File: src/rtl/pattern_source_64_pkg.sv
// pattern_source_64_pkg
// Shared definitions for the 64-bit pattern source: mode codes, the
// sequencer state type, the Galois LFSR tap mask and mode helpers.
// Optional feature macro: PATTERN_SOURCE_LFSR_EN (enables mode 4, LFSR).
package pattern_source_64_pkg;

    localparam logic [2:0] MODE_COUNT = 3'd0;
    localparam logic [2:0] MODE_WALK  = 3'd1;
    localparam logic [2:0] MODE_ALT   = 3'd2;
    localparam logic [2:0] MODE_CONST = 3'd3;
    localparam logic [2:0] MODE_LFSR  = 3'd4;

    localparam logic [63:0] ALT_FIRST = 64'hAAAA_AAAA_AAAA_AAAA;

    // Right-shifting Galois form of taps 64,63,61,60: bits 63,62,60,59.
    localparam logic [63:0] LFSR_TAPS = 64'hD800_0000_0000_0000;

    typedef enum logic [1:0] {
        ST_IDLE = 2'd0,
        ST_SEED = 2'd1,
        ST_RUN  = 2'd2
    } state_t;

    // A mode code with no generator behind it in this build.
    function automatic logic mode_reserved(input logic [2:0] mode);
`ifdef PATTERN_SOURCE_LFSR_EN
        return (mode > MODE_LFSR);
`else
        return (mode > MODE_CONST);
`endif
    endfunction

    // Reserved codes run the counter.
    function automatic logic [2:0] effective_mode(input logic [2:0] mode);
        return mode_reserved(mode) ? MODE_COUNT : mode;
    endfunction

endpackage

File: src/rtl/pattern_source_64_lfsr64_step.sv
// lfsr64_step
// One step of the 64-bit Galois LFSR (taps 64,63,61,60), purely
// combinational.
//   state_in  : current LFSR value
//   state_out : value after one shift
module lfsr64_step
    import pattern_source_64_pkg::*;
(
    input  logic [63:0] state_in,
    output logic [63:0] state_out
);

    assign state_out = state_in[0] ? ((state_in >> 1) ^ LFSR_TAPS)
                                   : (state_in >> 1);

endmodule

File: src/rtl/pattern_source_64.sv
// pattern_source_64
// Generates 64-bit test words for a FIFO writer. After reset the
// sequencer passes IDLE -> SEED -> RUN; SEED latches the pattern word and
// loads the generator with the mode's first word. In RUN each cycle with
// enable_gener emits the generator word (one cycle later, with a strobe)
// and advances the generator. A change of pattern in RUN forces a reseed.
// Optional feature macro: PATTERN_SOURCE_LFSR_EN (mode 4 = Galois LFSR;
// when undefined mode 4 is reserved like codes 5-7).
// Ports:
//   okClk             : clock, rising edge
//   reset             : synchronous active-high reset
//   pattern[31:0]     : [2:0] mode, [31:8] seed/constant
//   enable_gener      : emit one word this cycle
//   dataout[63:0]     : registered generated word
//   dataout_available : one-cycle strobe, dataout valid
//   word_count[31:0]  : words emitted since reset/reseed
//   pattern_error     : sticky, reserved mode was seeded
// Handshake: there is no back-pressure; enable_gener is a one-sided
// request and every accepted request produces exactly one strobe on the
// following cycle.
module pattern_source_64
    import pattern_source_64_pkg::*;
(
    input  logic        okClk,
    input  logic        reset,
    input  logic [31:0] pattern,
    input  logic        enable_gener,
    output logic [63:0] dataout,
    output logic        dataout_available,
    output logic [31:0] word_count,
    output logic        pattern_error
);

    state_t      state_q, state_d;
    logic        do_seed, do_emit;
    logic [31:0] pat_q;
    logic [63:0] gen_q;       // next word to be emitted
    logic [63:0] seed_word;
    logic [63:0] step_word;
    logic [2:0]  seed_mode;
    logic [2:0]  run_mode;

    // ---------------- sequencer ----------------
    always_ff @(posedge okClk) begin
        if (reset) state_q <= ST_IDLE;
        else       state_q <= state_d;
    end

    always_comb begin
        state_d = state_q;
        do_seed = 1'b0;
        do_emit = 1'b0;
        case (state_q)
            ST_IDLE: state_d = ST_SEED;
            ST_SEED: begin
                do_seed = 1'b1;
                state_d = ST_RUN;
            end
            ST_RUN: begin
                // A pattern change wins over enable: the old sequence
                // must not leak a word after the mode was changed.
                if (pattern != pat_q)  state_d = ST_SEED;
                else if (enable_gener) do_emit = 1'b1;
            end
            default: state_d = ST_IDLE;
        endcase
    end

    // ---------------- generator ----------------
    assign seed_mode = effective_mode(pattern[2:0]);
    assign run_mode  = effective_mode(pat_q[2:0]);

`ifdef PATTERN_SOURCE_LFSR_EN
    logic [63:0] lfsr_next;

    lfsr64_step u_lfsr (
        .state_in  (gen_q),
        .state_out (lfsr_next)
    );
`endif

    always_comb begin
        seed_word = '0;
        case (seed_mode)
            MODE_WALK:  seed_word = 64'h1;
            MODE_ALT:   seed_word = ALT_FIRST;
            MODE_CONST: seed_word = {40'h0, pattern[31:8]};
`ifdef PATTERN_SOURCE_LFSR_EN
            // An all-zero LFSR would lock up; substitute 1.
            MODE_LFSR:  seed_word = (pattern[31:8] == 24'h0) ? 64'h1
                                                             : {40'h0, pattern[31:8]};
`endif
            default:    seed_word = '0;
        endcase
    end

    always_comb begin
        step_word = gen_q + 64'h1;
        case (run_mode)
            MODE_WALK:  step_word = {gen_q[62:0], gen_q[63]};
            MODE_ALT:   step_word = ~gen_q;
            MODE_CONST: step_word = gen_q;
`ifdef PATTERN_SOURCE_LFSR_EN
            MODE_LFSR:  step_word = lfsr_next;
`endif
            default:    step_word = gen_q + 64'h1;
        endcase
    end

    // ---------------- datapath ----------------
    always_ff @(posedge okClk) begin
        if (reset) begin
            pat_q             <= '0;
            gen_q             <= '0;
            dataout           <= '0;
            dataout_available <= 1'b0;
            word_count        <= '0;
            pattern_error     <= 1'b0;
        end else begin
            dataout_available <= do_emit;
            if (do_seed) begin
                pat_q      <= pattern;
                gen_q      <= seed_word;
                word_count <= '0;
                if (mode_reserved(pattern[2:0])) pattern_error <= 1'b1;
            end
            if (do_emit) begin
                dataout    <= gen_q;
                gen_q      <= step_word;
                word_count <= word_count + 32'd1;
            end
        end
    end

endmodule

File: config.mk
export PLATFORM = sky130hd
export DESIGN_NAME = pattern_source_64
export DESIGN_NICKNAME = d
export VERILOG_FILES = /design/src/rtl/pattern_source_64_pkg.sv /design/src/rtl/pattern_source_64_lfsr64_step.sv /design/src/rtl/pattern_source_64.sv
export SDC_FILE = /design/constraint.sdc
export NUM_CORES = 1
export LEC_CHECK = 0
export ABC_AREA = 1
export BUFFER_PORTS_ARGS = -buffer_cell sky130_fd_sc_hd__clkbuf_2
export CORE_AREA = 2 2 187 189
export CTS_BUF_LIST = sky130_fd_sc_hd__clkbuf_8
export CTS_CLUSTER_SIZE = 14
export DETAILED_ROUTE_END_ITERATION = 16
export DIE_AREA = 0 0 189 191
export SYNTH_ARGS = -nofsm -noshare
export SYNTH_HDL_FRONTEND = slang
export SYNTH_SLANG_ARGS = --single-unit
File: constraint.sdc
create_clock -name okClk -period 3.8 [get_ports okClk]
set_clock_uncertainty 0.1 [all_clocks]
set_input_delay 0.19 -clock okClk [delete_from_list [all_inputs] [get_ports okClk]]
set_output_delay 0.19 -clock okClk [all_outputs]
set_load 0.02 [all_outputs]
# After elaboration in Yosys (flattened, before gate mapping)
# Cells that the tools add are included.
# totals
regBits	196
out_inout_bits	98
in_bits	35
# classes
n_eq_ne	11
n_addsub	2
order_cmp	2
reduce_logical	4
mux	14
n_bitwise	1
# ops
op	n
case mux 64 bit (3 select lines)	2
2-to-1 mux 64 bit	2
adder 64 x 1 -> 64 bit (second input constant)	1
2-to-1 mux 32 bit	2
inverter 64 bit	1
adder 32 x 1 -> 32 bit (second input constant)	1
inequality test 32 bit	1
equality test 3 x 2 -> 1 bit (second input constant)	4
equality test 3 x 1 -> 1 bit (second input constant)	2
greater-than comparator 3 x 2 -> 1 bit (second input constant)	2
2-to-1 mux 3 bit	2
case mux 2 bit (3 select lines)	1
2-to-1 mux 1 bit	4
inequality test 2 bit (second input constant)	2
AND reduction 2 bit	2
equality test 2 x 1 -> 1 bit (second input constant)	1
equality test 2 bit (second input constant)	1
zero test 2 bit	1
2-to-1 mux 2 bit	1
nonzero test 2 bit	1

# Depth between registers and ports, before layout
# Gate-level depths: netlist (run 1).
# depth
depth_word	6
depth_mapped	15
ltp_nobuf	14

# Least setup slack after synthesis (run 1)
# Ideal clock, no wire load.
# synth_timing
path_kind	register -> register
startpoint	register gen_q[0]
endpoint	register gen_q[62]
setup_ns	0.112
t_arrival_ns	1.825
setup_slack_ns	1.763
stages_incl_launch_ff	13
cell_sequence	dfxtp_1 ha_1 nand3_1 nor2_2 inv_1 nor2_1 nand2_1 inv_1 nand3_1 a21oi_1 nor2_1 nor2_1 nor2_1
# synth_between
elab_chain_len	3
# synth_rtl
item	line_no	source
start: declaration	pattern_source_64.sv:37	logic [63:0] gen_q;
start signal: assignment	pattern_source_64.sv:123	gen_q <= seed_word;
start signal: assignment	pattern_source_64.sv:129	gen_q <= step_word;
adder 64 x 1 -> 64 bit	pattern_source_64.sv:106	default: step_word = gen_q + 64'h1;
case mux 64 bit (3 select lines)	pattern_source_64.sv:99	case (run_mode)
2-to-1 mux 64 bit	pattern_source_64.sv:127	if (do_emit) begin
# No other way between the ends.
# A chain may end at the register's enable or synchronous reset.

# Worst setup path in the final report (run 1)
# layout_timing
startpoint	register pat_q[2]
endpoint	register gen_q[3]
# layout_between
elab_chain_len	5
elab_cells_between_ends	13
classes_between	order compare: 1; eq/ne: 5; mux: 5; reduce/logical: 2
# layout_rtl
item	line_no	source
start: declaration	pattern_source_64.sv:36	logic [31:0] pat_q;
start signal: assignment	pattern_source_64.sv:122	pat_q <= pattern;
greater-than comparator 3 x 2 -> 1 bit or inequality test 32 bit (tied branches)	pattern_source_64_pkg.sv:29, pattern_source_64.sv:62	
2-to-1 mux 3 bit or 2-to-1 mux 1 bit (tied branches)	pattern_source_64_pkg.sv:35, pattern_source_64.sv:62	
equality test 3 x 2 -> 1 bit, or another cell as far along	pattern_source_64.sv:99	
case mux 64 bit (3 select lines), or another cell as far along	pattern_source_64.sv:99	
2-to-1 mux 64 bit or AND reduction 2 bit (tied branches)	-	
# Parallel ways exist; a longest one is shown, timed or not.

==> summary.md, run 1 <==
| Metric | Value |
|---|---|
| ANT cells | 0 |
| Fin area | 14,100 sq um |
| Area after DPL | between 10,000 and 15,000 sq um |
| Die Y | 191 um |
| Worst setup margin | between 1 and 1.5 ns |
| Post-synthesis register bit count | 196 |
| Largest net degree at the start of global routing | 128 |
| CP endpoint kind | flip-flop |
| R2r startpoint | pat_q[2] |
| Depth of the worst hold-timing path | 4 |
| Std cell rows | 68 |
| Reg-to-reg slack, setup | between 1 and 1.5 ns |
| Top cell type's share of synthesized area | 31.6% |
| Slowest stage delay, CP | 0.61 ns |
| First-pass GRT wire length | 70,600 um |
| Max Freq | 0.385 GHz |
| Worst Hold Path EP | gen_q[29] |
| DP Worst Slack | 1.19 ns |
| Post-Synth XOR/XNOR Area | 1.84% |
| Clock buffer depth | 2 |
| Async S/R FF share, synth | 0% |
| Mapped Cells | 2,132 |
| Detailed Route Iter0 Violations | ~1,400 |
| Ranking of synthesized cells by area | dfxtp_1 32%, nand2_1 19%, nor2_1 9.9% |
| Syn. warnings | 0 |
| H-tree depth | 4 |
| DIE WIDTH | approximately 190 um |
| Area grow syn2layout | 13.5% |
| Top_reg_cell synth | dfxtp_1 |
| # nets final | 2,270 |
| Relative slew slack | 43.5% |
| Total GRT Usage | 24.7% |
| # Post-CTS Setup Buffers | 0 |
| Area of the multi-input gates | 7230 sq um |
| Status | finished, final reports clean |
| Synth Cell Area | 12,400 sq um |
| Fillers | 3,799 |
| Final GP Congestion | ~1.0 |
| Switching share of power | 32.3% |
| Post-Syn Nets | 2,169 |
| Count leader, synth | nand2_1 |
| RR Endpoint | gen_q[3] |
| Global route total overflow | 0 |
| Power Density | 314 nW/um^2 |
| Wirelength per Cell | approximately 17 um |
| WS Path Type | flip-flop to flip-flop |
| Share of post-route cells with drive strength above 1 | a little under a tenth |
| Avg Cell Area, Syn | 5.82 sq um |
| Worst r2r path cells | 10 |
| CTS clk-pin slew, worst paths | 0.11 ns |
| Register area share after synthesis | between 30% and 40% |
| CTS tree | done |
| Drt via density | around 5.3 |
| Largest delay share family, worst path | buffers and inverters |
| Setup_tns | 0 ns |
| Worst-skew pair later-pin latency | roughly 0.52 ns |
| RSZ-0062 raised after global routing | false |
| Final ANT Viol Nets | 0 |
| Yosys cell types | 38 |
| First-pass detailed-route iteration total | 6 |
| List of most frequent post-synthesis cells | 627 x nand2_1, 326 x nor2_1, 222 x inv_1 |
| Residual DRC count | 0 |
| Hold Fails Final Rpt | 0 |
| Vias in the first global route | between 10,000 and 15,000 |
| CTS Buf Count | 17 |
| Seq pwr share | 50.0% |
| Die Area | between 30,000 and 40,000 sq um |
| Complex-gate fraction of the synthesized area | around 16% |
| Worst Tran Pin Value | 0.847 ns |
| Worst path bufs/invs | 2 |
| Tmin final | 2.60 ns |
| Final Setup Violations | 0 |
| CTS root buf | clkbuf_8 |
| EDFF count, synth | 0 |
| Critical path required time | 4.13 ns |
| CP max-delay cell | buf_4 |
| DR vias | 14,174 |
| Critical Path Most Common Cell | nor2_1 |
| Clock network power share | 33.4% |
| Post-synth top area cell | dfxtp_1 |
| Placed cells | ~2,600 |
| Crit path cell chain | nor2_1, nand2_2, buf_4, inv_1, o31ai_1, o22ai_1, nand2_1, nand2_1, nor2_1, nor2_1 |
| HPWL Detailed | 32,600 um |
| Hold WC Path Type | input port to flip-flop |
| Cell-internal power | 2.99 mW |
| Clock sink count | 196 |
| Static Leakage | 5.89 nW |
| Adder-cell share of the synthesized area | 0.202% |
| Largest family of logic cells by synthesized area | simple AND/OR/NAND/NOR gates |
| Worst VDD drop | 0.241 mV |
| Crit path max fanout | a little under 60 |
| Initial core utilization | 36.4% |
| Tcrit/Tclk final | about two thirds |
| Max Slew Vio Count | 0 |
| Top Ports | between 100 and 150 |
| # port buffers | between 100 and 150 |
| Core Area | 34,100 sq um |
| Final Non-Filler Cells | 2,699 |
| Simple-gate share of the synthesized area | 40.2% |
| Mux contribution to synthesized area | 0% |
| Register area | slightly below 4000 sq um |
| Initial antenna violation count | 0 |
| Worst setup SP type | flip-flop |
| Max cap viols | 0 |
| Min-Delay Startpoint | reset |
| Psw | between 1 and 1.5 mW |
| Final wirelength | 45,400 um |
| Logic pwr share | 16.6% |
| CP arrival | slightly below 3 ns |
==> stage by stage <==
step	hold slack (ns)	total power [mW]	utilization [%]
finish	0.206	4.42	41.2
detailed placement	0.314	2.95	39.1
floorplan	0.218	2.73	-
CTS	0.190	4.45	41.2
global route	0.250	4.62	41.2
global placement	0.309	2.94	39.1
==> worst min-delay path, delay by kind of cell <==
| kind | cells | cell delay, ns |
|---|---|---|
| buffers and inverters | 2 | 0.36 |
| and+or+nand+nor | 2 | 0.21 |
==> layout by cell type (no fill, tap or decap), types with 2 or more instances in the layout <==
cell	count
a21oi_1	176
and2_1	2
buf_4	11
bufinv_16	2
clkbuf_2	132
clkbuf_8	20
clkinvlp_4	3
dfxtp_1	196
dlygate4sd3_1	32
ha_1	2
inv_1	220
inv_2	9
inv_6	3
nand2_1	625
nand2_2	4
nand3_1	164
nand3_2	2
nand3b_1	4
nand4_1	37
nor2_1	325
nor2_2	2
nor2_4	4
nor3_1	20
nor4_1	6
o21ai_0	132
o21ai_1	3
o221ai_1	5
o22ai_1	52
o31ai_1	2
or2_2	11
xor2_1	25
==> worst max-delay path by stage <==
stage,slack (ns),start,depth (start not counted),endpoint
6_report,1.20,pat_q[2],10,gen_q[3]
2_1_floorplan,1.76,gen_q[0],12,gen_q[62]
3_5_place_dp,1.19,pattern[9],13,word_count[31]
5_1_grt,0.93,pattern[24],15,word_count[11]
4_1_cts,1.16,pat_q[2],11,word_count[24]
3_3_place_gp,1.23,pattern[9],13,word_count[31]
==> power by group through the flow <==
stage          combinational [mW]  sequential [mW]  clock (mW)
6_report                    0.732             2.21        1.48
5_1_grt                     0.820             2.22        1.58
4_1_cts                     0.726             2.21        1.51
3_5_place_dp                0.696             2.26           0
3_3_place_gp                0.690             2.25           0
2_1_floorplan               0.503             2.23           0
==> cell families (layout without fill, tap and decap cells) <==
group	count (synthesis)	after routing
fa+ha+maj	2	2
buf+inv	325	437
flops	196	196
xor+xnor	26	26
compound gates	375	375
simple gates	1208	1208
==> timing repair <==
item / 4_1_cts / 5_1_grt
hold buffers: 32 / 0
endpoints found under the hold margin: 36 / 0
gates resized for setup: 0 / 0
==> area by class of cell <==
cell class / count / share of cell area [%]
multi-input combinational: 1611 / 51.4
sequential: 196 / 27.9
timing repair buffer: 176 / 7.70
inverter: 231 / 6.18
tap: 455 / 4.05
clock buffer: 20 / 1.96
clock inverter: 10 / 0.871
==> metal layers <==
layer,GRT usage (%),wire [um]
met1,33.1,20500
met4,9.65,1370
met3,3.54,2890
met2,39.9,20600
met5,0,0
==> state kept, by name, summed over array words and instances (netlist names) <==
signal,flops
pat_q,32
dataout,64
state_q,2
gen_q,64
pattern_error,1
word_count,32
dataout_available,1
No activity file was read; power rests on OpenSTA's default activity.
==> inputs of run 2 (changes only) <==
- clock period: 3.8 -> 2.1 ns (I/O delays scaled with it)
==> run 2 against run 1 <==
Against the previous run: sequential share of layout area decreased by 3.7 points; largest power group unchanged; design area increased by 17%; clock power increased by 81%; power increased by 88%; routed wire length increased by 9.4%; setup slack got worse by 1.2 ns; final cell count increased by 6.5%; the flow now finishes with violations (negative setup slack); critical path type unchanged; first-iteration DRC count decreased by 11%; die area unchanged.
==> summary.md, run 2 (synthesis gave the netlist of run 1 again) <==
| Metric | Value |
|---|---|
| Drt via density | 5.23 (-0.33%) |
| Most common cell after layout, fill and taps aside | nand2_1 |
| Worst setup SP type | flip-flop |
| First-pass detailed-route iteration total | 5 (-1) |
| Residual DRC count | 0 (unchanged) |
| First-pass GRT wire length | 73,700 um (+4.5%) |
| DIE WIDTH | 189 um (unchanged) |
| Core Area | 34,100 sq um (unchanged) |
| DR vias | 15,048 (+6.2%) |
| Tcrit/Tclk final | 101% (+32 points) |
| Detailed Route Iter0 Violations | 1,218 (-11%) |
| Hold Fails Final Rpt | 0 (unchanged) |
| Area grow syn2layout | 32.7% |
| Clock buffer depth | 2 (unchanged) |
| Max Slew Vio Count | 0 (unchanged) |
| Critical Path Most Common Cell | nand2_2 |
| Crit path cell chain | inv_2, nand2_2, nand2_2, nor2_4, nand2_2, nor2_4, nand2_2, nor2_4, buf_6, nand4_4, nand2_4, nand2_8, clkbuf_16, nor2_2, nor2_1 |
| WS Path Type | flip-flop to flip-flop |
| Vias in the first global route | 13,440 (+4.3%) |
| Std cell rows | 68 (unchanged) |
| Power Density | 505 nW/um^2 (+61%) |
| Final GP Congestion | 0.956 (-7.5%) |
| Crit path max fanout | 5 (-92%) |
| Biggest regs | dataout: 64 flops, gen_q: 64 flops |
| Worst setup margin | -0.0151 ns (-1.22 ns) |
| Total GRT Usage | 26.1% (+1.4 points) |
| Worst path bufs/invs | 3 (+1) |
| CTS tree | done |
| Share of post-route cells with drive strength above 1 | 22.9% (+14 points) |
| Initial core utilization | 36.4% (unchanged) |
| Wirelength per Cell | 17.3 um (+2.7%) |
| Largest delay share family, worst path | simple AND/OR/NAND/NOR gates |
| Hold WC Path Type | input port to flip-flop |
| Die Y | 191 um (unchanged) |
| Critical path required time | 2.44 ns (-1.69 ns) |
| Status | complete, but fails checks |
| Worst Tran Pin Value | 0.544 ns (-0.303 ns) |
| Slowest stage delay, CP | 0.37 ns (-0.24 ns) |
| Relative slew slack | 63.7% (+20 points) |
| Failing checks | negative setup slack |
| Fillers | 3,601 (-5.2%) |
| Top Ports | 133 (unchanged) |
| CTS root buf | clkbuf_8 |
| Worst VDD drop | 0.395 mV (+64%) |
| Max cap viols | 0 (unchanged) |
| Final Setup Violations | 10 (+10) |
| RSZ-0062 raised after global routing | true |
| Initial antenna violation count | 1 (+1) |
| Tmin final | 2.12 ns (-0.485 ns) |
| CTS clk-pin slew, worst paths | 0.12 ns (about the same) |
| H-tree depth | 4 (unchanged) |
| Final wirelength | 49,600 um (+9.4%) |
| Final ANT Viol Nets | 0 (unchanged) |
| Met2 Use GR | 43.0% (+3.0 points) |
| M1 GR Usage | 35.2% (+2.1 points) |
| CP arrival | 2.45 ns (-0.48 ns) |
| GRT Max-Usage Layer | met2 |
| CP max-delay cell | dfxtp_2 |
| Max Freq | 0.473 GHz (+23%) |
| Placed cells | 2,774 (+5.2%) |
| Final Non-Filler Cells | 2,875 (+6.5%) |
| Largest net degree at the start of global routing | 45 (-65%) |
| HPWL Detailed | 35,700 um (+9.7%) |
| # nets final | 2,444 (+7.7%) |
| Met3 global-route usage | 3.19% (-0.35 points) |
| Worst-skew pair later-pin latency | 0.53 ns (about the same) |
| CTS Buf Count | 17 (unchanged) |
| Total power | 8.31 mW (+88%) |
| CP endpoint kind | flip-flop |
| Global route total overflow | 0 (unchanged) |
| # port buffers | 132 (unchanged) |
| Most frequent cells in the layout | 594 x nand2_1, 273 x nor2_1, 214 x inv_1 |
| Static Leakage | 6.98 nW (+19%) |
| Clock sink count | 196 (unchanged) |
| ANT cells | 0 (unchanged) |
| Die Area | 36,100 sq um (unchanged) |
run 2: worst register-to-register path, delay by kind of cell (launching register included):
family	cells	cell delay [ns]
flip-flops	1	0.37
buffers and inverters	3	0.36
AND/OR/NAND/NOR	12	1.18
run 2: path summary, 6_finish.rpt:
path / startpoint / endpoint / slack (ns) / cells after the start
max: pat_q[20] / gen_q[27] / -0.02 / 15
min: enable_gener / word_count[0] / 0.07 / 4
max reg2reg: pat_q[20] / gen_q[27] / -0.02 / 15
min reg2reg: state_q[0] / state_q[0] / 0.36 / 1
run 2: repair_timing:
item                                   4_1_cts  5_1_grt
endpoints found under the hold margin       74        0
hold buffers                                45        0
buffers inserted                             3        8
pin swaps                                    3       61
cloned                                       0       13
gates resized for setup                      7      273
setup endpoints to repair                   51      172
run 2: report_power, final:
group          internal [mW]  leakage (nW)  switching [mW]  total (mW)
Clock                   1.05         0.203            1.64        2.68
Sequential              3.86          1.61           0.132        3.99
Combinational          0.603          5.17            1.04        1.64
run 2: area by class of cell:
cell class	instances	area (sq um)	area share, %
clock buffers	19	262	1.59
inverters	231	877	5.33
repair buffers	350	2830	17.2
flip-flops and latches	196	3970	24.1
clock inverters	13	138	0.836
well taps	455	569	3.46
multi-input cells	1611	7800	47.4
run 2: metrics by stage:
stage	cell area, sq um	setup TNS (ns)	hold slack, ns	setup WS (ns)	utilization (%)
floorplan	12400	0	0.133	0.0629	-
global placement	14500	-0.0226	0.260	-0.0226	42.5
detailed placement	14500	-1.22	0.273	-0.0534	42.5
CTS	15400	0	0.0461	0.000315	45.2
global route	16500	-5.83	0.0756	-0.135	48.2
finish	16500	-0.101	0.0688	-0.0151	48.2
run 2: per-layer routing:
metal  vias to the layer above  share of wire [%]
met5                         -                  0
met4                         0                3.1
met3                        86                6.1
met2                       527                 46
met1                      7000                 44
li1                       7435                  -
